$ cat config.mk
export PLATFORM = sky130hd
export DESIGN_NAME = snake_game_ctrl
export DESIGN_NICKNAME = d
export VERILOG_FILES = /design/src/rtl/snake_game_ctrl.sv
export SDC_FILE = /design/constraint.sdc
export NUM_CORES = 1
export LEC_CHECK = 0
export BUFFER_PORTS_ARGS = -buffer_cell sky130_fd_sc_hd__buf_2
export CAP_MARGIN = 20
export CORE_ASPECT_RATIO = 1.5
export CORE_MARGIN = 2
export CORE_UTILIZATION = 55
export DETAILED_ROUTE_END_ITERATION = 6
export PLACE_DENSITY = 0.82
export SLEW_MARGIN = 20
export SYNTH_ARGS = -nofsm -noshare
export SYNTH_HDL_FRONTEND = slang
export SYNTH_SLANG_ARGS = --single-unit
$ cat constraint.sdc
create_clock -name clk -period 2.35 [get_ports clk]
set_input_delay 0.1175 -clock clk [delete_from_list [all_inputs] [get_ports clk]]
set_output_delay 0.1175 -clock clk [all_outputs]
set_load 0.01 [all_outputs]
$ cat src/rtl/snake_game_ctrl.sv
// Game-state controller for the VGA snake game: IDLE/PLAY/PAUSE/GAME_OVER FSM, step pacing, score, lives.
// Optional pause support is compiled in when GAME_PAUSE_EN is defined.
module snake_game_ctrl #(
  parameter int SCORE_W       = 8,
  parameter int LIVES         = 3,
  parameter int LIVES_W       = 2,
  parameter int PER_W         = 4,
  parameter int START_PERIOD  = 8,
  parameter int MIN_PERIOD    = 2,
  parameter int SPEEDUP_EVERY = 4,
  parameter int GO_HOLD       = 120
) (
  input  logic               clk,
  input  logic               reset,
  input  logic               frame_tick_i,
  input  logic               btn_any_i,
  input  logic               btn_pause_i,
  input  logic               apple_hit_i,
  input  logic               collision_i,
  output logic [1:0]         state_o,
  output logic               step_pulse_o,
  output logic               apple_trigger_o,
  output logic               snake_reset_o,
  output logic [SCORE_W-1:0] score_o,
  output logic [LIVES_W-1:0] lives_o
);

  localparam int AC_W   = (SPEEDUP_EVERY > 1) ? $clog2(SPEEDUP_EVERY) : 1;
  localparam int HOLD_W = (GO_HOLD > 1) ? $clog2(GO_HOLD) : 1;

  localparam logic [PER_W-1:0]   START_P   = PER_W'(START_PERIOD);
  localparam logic [PER_W-1:0]   MIN_P     = PER_W'(MIN_PERIOD);
  localparam logic [LIVES_W-1:0] LIVES_L   = LIVES_W'(LIVES);
  localparam logic [LIVES_W-1:0] ONE_LIFE  = LIVES_W'(1);
  localparam logic [SCORE_W-1:0] SCORE_MAX = '1;
  localparam logic [AC_W-1:0]    AC_LAST   = AC_W'(SPEEDUP_EVERY - 1);
  localparam logic [HOLD_W-1:0]  HOLD_LAST = HOLD_W'(GO_HOLD - 1);

  if (START_PERIOD > (2 ** PER_W) - 1) begin : g_chk_start
    $error("START_PERIOD does not fit in PER_W bits");
  end
  if (MIN_PERIOD < 1 || MIN_PERIOD > START_PERIOD) begin : g_chk_min
    $error("MIN_PERIOD must be in 1..START_PERIOD");
  end

  typedef enum logic [1:0] {
    S_IDLE  = 2'b00,
    S_PLAY  = 2'b01,
    S_PAUSE = 2'b10,
    S_OVER  = 2'b11
  } state_t;

  state_t             state_q, state_d;
  logic [PER_W-1:0]   period_q, period_d;
  logic [PER_W-1:0]   frame_cnt_q, frame_cnt_d;
  logic [AC_W-1:0]    apple_cnt_q, apple_cnt_d;
  logic [HOLD_W-1:0]  hold_q, hold_d;
  logic               apple_lat_q, apple_lat_d;
  logic               col_lat_q, col_lat_d;
  logic [SCORE_W-1:0] score_q, score_d;
  logic [LIVES_W-1:0] lives_q, lives_d;
  logic               step_q, step_d;
  logic               trig_q, trig_d;
  logic               srst_q, srst_d;
  logic               any_prev_q;
  logic               any_edge, pause_go;
  logic               step_now, col_acc, app_acc;

  assign any_edge = btn_any_i & ~any_prev_q;

`ifdef GAME_PAUSE_EN
  logic pause_prev_q;
  assign pause_go = btn_pause_i & ~pause_prev_q;
`else
  logic unused_pause;
  assign unused_pause = btn_pause_i;
  assign pause_go     = 1'b0;
`endif

  // ">=" rather than "==" so a speed-up that lands with frame_cnt already at
  // the new period still steps on the next tick instead of wrapping the counter.
  assign step_now = frame_tick_i && (frame_cnt_q >= period_q - 1'b1);
  assign col_acc  = collision_i & ~col_lat_q;
  assign app_acc  = apple_hit_i & ~apple_lat_q & ~col_acc;

  always_comb begin
    state_d     = state_q;
    period_d    = period_q;
    frame_cnt_d = frame_cnt_q;
    apple_cnt_d = apple_cnt_q;
    hold_d      = hold_q;
    apple_lat_d = apple_lat_q;
    col_lat_d   = col_lat_q;
    score_d     = score_q;
    lives_d     = lives_q;
    step_d      = 1'b0;
    trig_d      = 1'b0;
    srst_d      = 1'b0;

    case (state_q)
      S_IDLE: begin
        if (any_edge) begin
          state_d     = S_PLAY;
          score_d     = '0;
          lives_d     = LIVES_L;
          period_d    = START_P;
          frame_cnt_d = '0;
          apple_cnt_d = '0;
          apple_lat_d = 1'b0;
          col_lat_d   = 1'b0;
          srst_d      = 1'b1;
          trig_d      = 1'b1;
        end
      end

      S_PLAY: begin
        if (pause_go) begin
          state_d = S_PAUSE;
        end else begin
          if (frame_tick_i) frame_cnt_d = step_now ? '0 : frame_cnt_q + 1'b1;
          step_d = step_now;

          if (col_acc) begin
            col_lat_d = 1'b1;
            if (apple_hit_i) apple_lat_d = 1'b1;
            if (lives_q == ONE_LIFE) begin
              lives_d = '0;
              state_d = S_OVER;
              hold_d  = '0;
            end else begin
              lives_d     = lives_q - 1'b1;
              srst_d      = 1'b1;
              frame_cnt_d = '0;
            end
          end

          if (app_acc) begin
            apple_lat_d = 1'b1;
            trig_d      = 1'b1;
            if (score_q != SCORE_MAX) score_d = score_q + 1'b1;
            if (apple_cnt_q == AC_LAST) begin
              apple_cnt_d = '0;
              period_d    = (period_q > MIN_P) ? period_q - 1'b1 : MIN_P;
            end else begin
              apple_cnt_d = apple_cnt_q + 1'b1;
            end
          end

          // A step opens a new interval: both hit latches re-arm.
          if (step_now) begin
            apple_lat_d = 1'b0;
            col_lat_d   = 1'b0;
          end
        end
      end

      S_PAUSE: begin
        if (pause_go) state_d = S_PLAY;
      end

      S_OVER: begin
        if (frame_tick_i) begin
          if (hold_q == HOLD_LAST) state_d = S_IDLE;
          else                     hold_d  = hold_q + 1'b1;
        end
      end

      default: state_d = S_IDLE;
    endcase
  end

  always_ff @(posedge clk) begin
    // Previous button levels track even through reset so a button held across
    // reset does not register as a fresh press.
    any_prev_q <= btn_any_i;
`ifdef GAME_PAUSE_EN
    pause_prev_q <= btn_pause_i;
`endif
    if (reset) begin
      state_q     <= S_IDLE;
      period_q    <= START_P;
      frame_cnt_q <= '0;
      apple_cnt_q <= '0;
      hold_q      <= '0;
      apple_lat_q <= 1'b0;
      col_lat_q   <= 1'b0;
      score_q     <= '0;
      lives_q     <= LIVES_L;
      step_q      <= 1'b0;
      trig_q      <= 1'b0;
      srst_q      <= 1'b0;
    end else begin
      state_q     <= state_d;
      period_q    <= period_d;
      frame_cnt_q <= frame_cnt_d;
      apple_cnt_q <= apple_cnt_d;
      hold_q      <= hold_d;
      apple_lat_q <= apple_lat_d;
      col_lat_q   <= col_lat_d;
      score_q     <= score_d;
      lives_q     <= lives_d;
      step_q      <= step_d;
      trig_q      <= trig_d;
      srst_q      <= srst_d;
    end
  end

  assign state_o         = state_q;
  assign step_pulse_o    = step_q;
  assign apple_trigger_o = trig_q;
  assign snake_reset_o   = srst_q;
  assign score_o         = score_q;
  assign lives_o         = lives_q;

endmodule

==> results.json <==
{
  "final_nets": 281,
  "holdWs_ns": 0.1298,
  "hp-class": "in2reg",
  "finalMaxSlewViolations": 0,
  "hold_start": "apple_hit_i",
  "mostFrequentLayoutCell": "dfxtp_1",
  "power.leakage_nw": 0.8911,
  "cts_buffer_depth": 2,
  "r2r_setup_slack_ns": 0.18,
  "path_clk_slew_ns": 0.07,
  "synth-edff-count": 0,
  "synth-seq-cells": 35,
  "die_h_um": 77.87,
  "cts_root_buffer": "clkbuf_8",
  "timing.rr.end": "frame_cnt_q[2]",
  "wl_per_cell_um": 14.02,
  "p_sw_share_pct": 25.16,
  "path_class": "reg2reg",
  "final.setup.tns_ns": 0,
  "remaining_drc_errors": 0,
  "worst_ep_required_time_ns": 2.59,
  "dp.final_hpwl_um": 3122,
  "start_util_pct": 58.02,
  "pwr_density_cell_nw_per_um2": 540.3,
  "final_cell_mix": "dfxtp_1 (35), a21oi_1 (30), nand2_1 (21)",
  "cts_tree": "yes",
  "outcome": "complete, no violations",
  "via_count": 1843,
  "reg2reg_depth": 8,
  "num_rows": 26,
  "syn_area_per_cell_um2": 8.477,
  "hold_depth": 3,
  "first_pass_iters": 4,
  "r2r-start": "period_q[0]",
  "period_needed_ns": 2.170,
  "clock_skew_ns": 0.004456,
  "synth_top_area_cell": "dfxtp_1",
  "hold_viol": 0,
  "ys_types": 48,
  "grt_pass1_vias": 1711,
  "holdPathEnd": "apple_lat_q",
  "ir_drop_mv": 0.4516,
  "ant_nets": 0,
  "cts_buffers": 5,
  "fp.dieW_um": 53.25,
  "netlist.area_leader.share_pct": 35.02,
  "cap_violations": 0,
  "syn_nets": 254,
  "p_int_w": 0.0009197,
  "io_buffers": 20,
  "start_kind": "flip-flop",
  "pin_count": 22,
  "ys_dominant_reg_cell": "dfxtp_1",
  "comb_power_share_pct": 10.3,
  "synth-seq-area-share_pct": 35.02,
  "cts_sinks": 35,
  "p_clk_share_pct": 39.6,
  "tightest_slew_ns": 0.5206,
  "synthTopCellsByArea": "dfxtp_1 (35%), a21oi_1 (7.5%), ha_1 (6.9%)",
  "syn-cell-area_um2": 2001,
  "min_period_over_period_pct": 92.35,
  "htreeDepth": 2,
  "globalRoute.totalOverflow": 0,
  "gp_congestion": 0.7982,
  "crit_fanout": 5,
  "maxSlewHeadroom_pct": 65.29,
  "grt_pass1_wl_um": 7224,
  "end_kind": "flip-flop",
  "worstSkewPairLatency_ns": 0.29,
  "async_flop_share_pct": 0,
  "syn_inst": 236,
  "drt-total-wl_um": 4291,
  "fmax_mhz": 460.8,
  "place_worst_setup_slack_ns": 0.1737,
  "coreArea_um2": 3448,
  "grt_max_degree": 25,
  "rsz0062_at_grt": "no",
  "dieArea_um2": 4146,
  "switching_power_w": 0.0003092,
  "synth_warnings": 0,
  "num_antenna_cells": 0,
  "syn_to_final_growth_pct": 13.70,
  "fin_util_pct": 65.97,
  "arrival_ns": 2.41,
  "post_cts_buffers": 0,
  "setup_viol": 0,
  "dr.first_iter.drc_count": 50,
  "worst_slack_ns": 0.1797,
  "sequentialPowerShare_pct": 50.1,
  "vias_per_cell": 6.023,
  "antenna_found_initial": 0,
  "layout-drive-gt1-share_pct": 16.67,
  "grt.total_usage_pct": 22.77
}
area by class of cell:
cell class	count	area (µm²)
Clock buffer	8	100.1
Multi-Input combinational cell	183	1221
Sequential cell	35	700.7
Tap cell	42	52.55
Timing Repair Buffer	28	162.7
Inverter	10	37.54
Fill cell	323	1174
per-layer routing:
metal  track usage (%)  part of all wire, %  vias up
met5                 0                    0        -
met4             8.974                  1.6        0
met3             5.000                  3.2        6
met2             39.75                   53       29
met1             25.60                   42      876
li1                  -                    -      932
power groups by stage:
stage / Sequential, W / Combinational, W / Clock [W]
floorplan: 0.000627 / 0.0000891 / 0
global placement: 0.000628 / 0.000122 / 0
detailed placement: 0.000629 / 0.000124 / 0
CTS: 0.000615 / 0.000127 / 0.000493
global route: 0.000617 / 0.000141 / 0.000515
finish: 0.000616 / 0.000127 / 0.000486
synthesized netlist by cell type, types with 2 or more instances:
master,n
dfxtp_1,35
a21oi_1,30
nand2_1,21
nand3_1,13
ha_1,11
nand2b_1,11
o21ai_0,11
inv_1,10
nor2_1,10
mux2i_1,7
or4_1,7
a21o_1,5
nor3_1,5
clkbuf_1,4
nand4_1,4
nor2b_1,4
o31ai_1,4
a2111oi_0,3
o2111ai_1,3
a31o_2,2
and2_1,2
buf_2,2
buf_6,2
nor3b_1,2
or2_2,2
or3_1,2
or4b_1,2
xnor2_1,2
logic make-up (layout without fill, tap and decap cells):
logic type / after synthesis / count (layout) / share of synthesized area [%]
xor+xnor: 2 / 2 / 0.8757
fa+ha+maj: 11 / 11 / 6.879
mux: 7 / 7 / 3.502
simple gates: 94 / 94 / 27.64
flops: 35 / 35 / 35.02
buf+inv: 18 / 46 / 4.253
compound gates: 69 / 69 / 21.83
state kept, by name, summed over array words and instances (netlist names):
register,count
score_o,8
hold_q,7
frame_cnt_q,4
period_q,4
apple_cnt_q,2
lives_o,2
state_o,2
any_prev_q,1
apple_lat_q,1
apple_trigger_o,1
col_lat_q,1
snake_reset_o,1
step_pulse_o,1
stage by stage:
step	instance area, µm²	instances	power (W)
finish	2275	306	0.001229
global route	2275	306	0.001273
CTS	2268	306	0.001235
detailed placement	2158	297	0.0007535
global placement	2158	297	0.0007504
floorplan	2001	236	0.0007160
critical path, stage by stage, from the launching register on:
cell,delay (ns)
dfxtp_1,0.38
inv_1,0.10
ha_1,0.24
xnor2_1,0.14
ha_1,0.32
a21o_1,0.19
a31o_2,0.23
a2111oi_2,0.36
a221o_1,0.15
worst max path at each step:
| stage | from | to | slack (ns) | cells after the start |
|---|---|---|---|---|
| 3_3_place_gp | period_q[0] | frame_cnt_q[2] | 0.22 | 8 |
| 5_1_grt | period_q[0] | frame_cnt_q[2] | 0.05 | 8 |
| 4_1_cts | period_q[0] | frame_cnt_q[2] | 0.15 | 8 |
| 6_report | period_q[0] | frame_cnt_q[2] | 0.18 | 8 |
| 2_1_floorplan | period_q[0] | frame_cnt_q[0] | 0.28 | 6 |
| 3_5_place_dp | period_q[0] | frame_cnt_q[2] | 0.17 | 8 |
repair_timing:
item | in CTS | in global routing
hold buffers | 1 | 0
gates resized for setup | 0 | 2
endpoints found under the hold margin | 1 | 0
setup endpoints to repair | 0 | 1
Note: power is estimated with default switching activity, not from simulation.
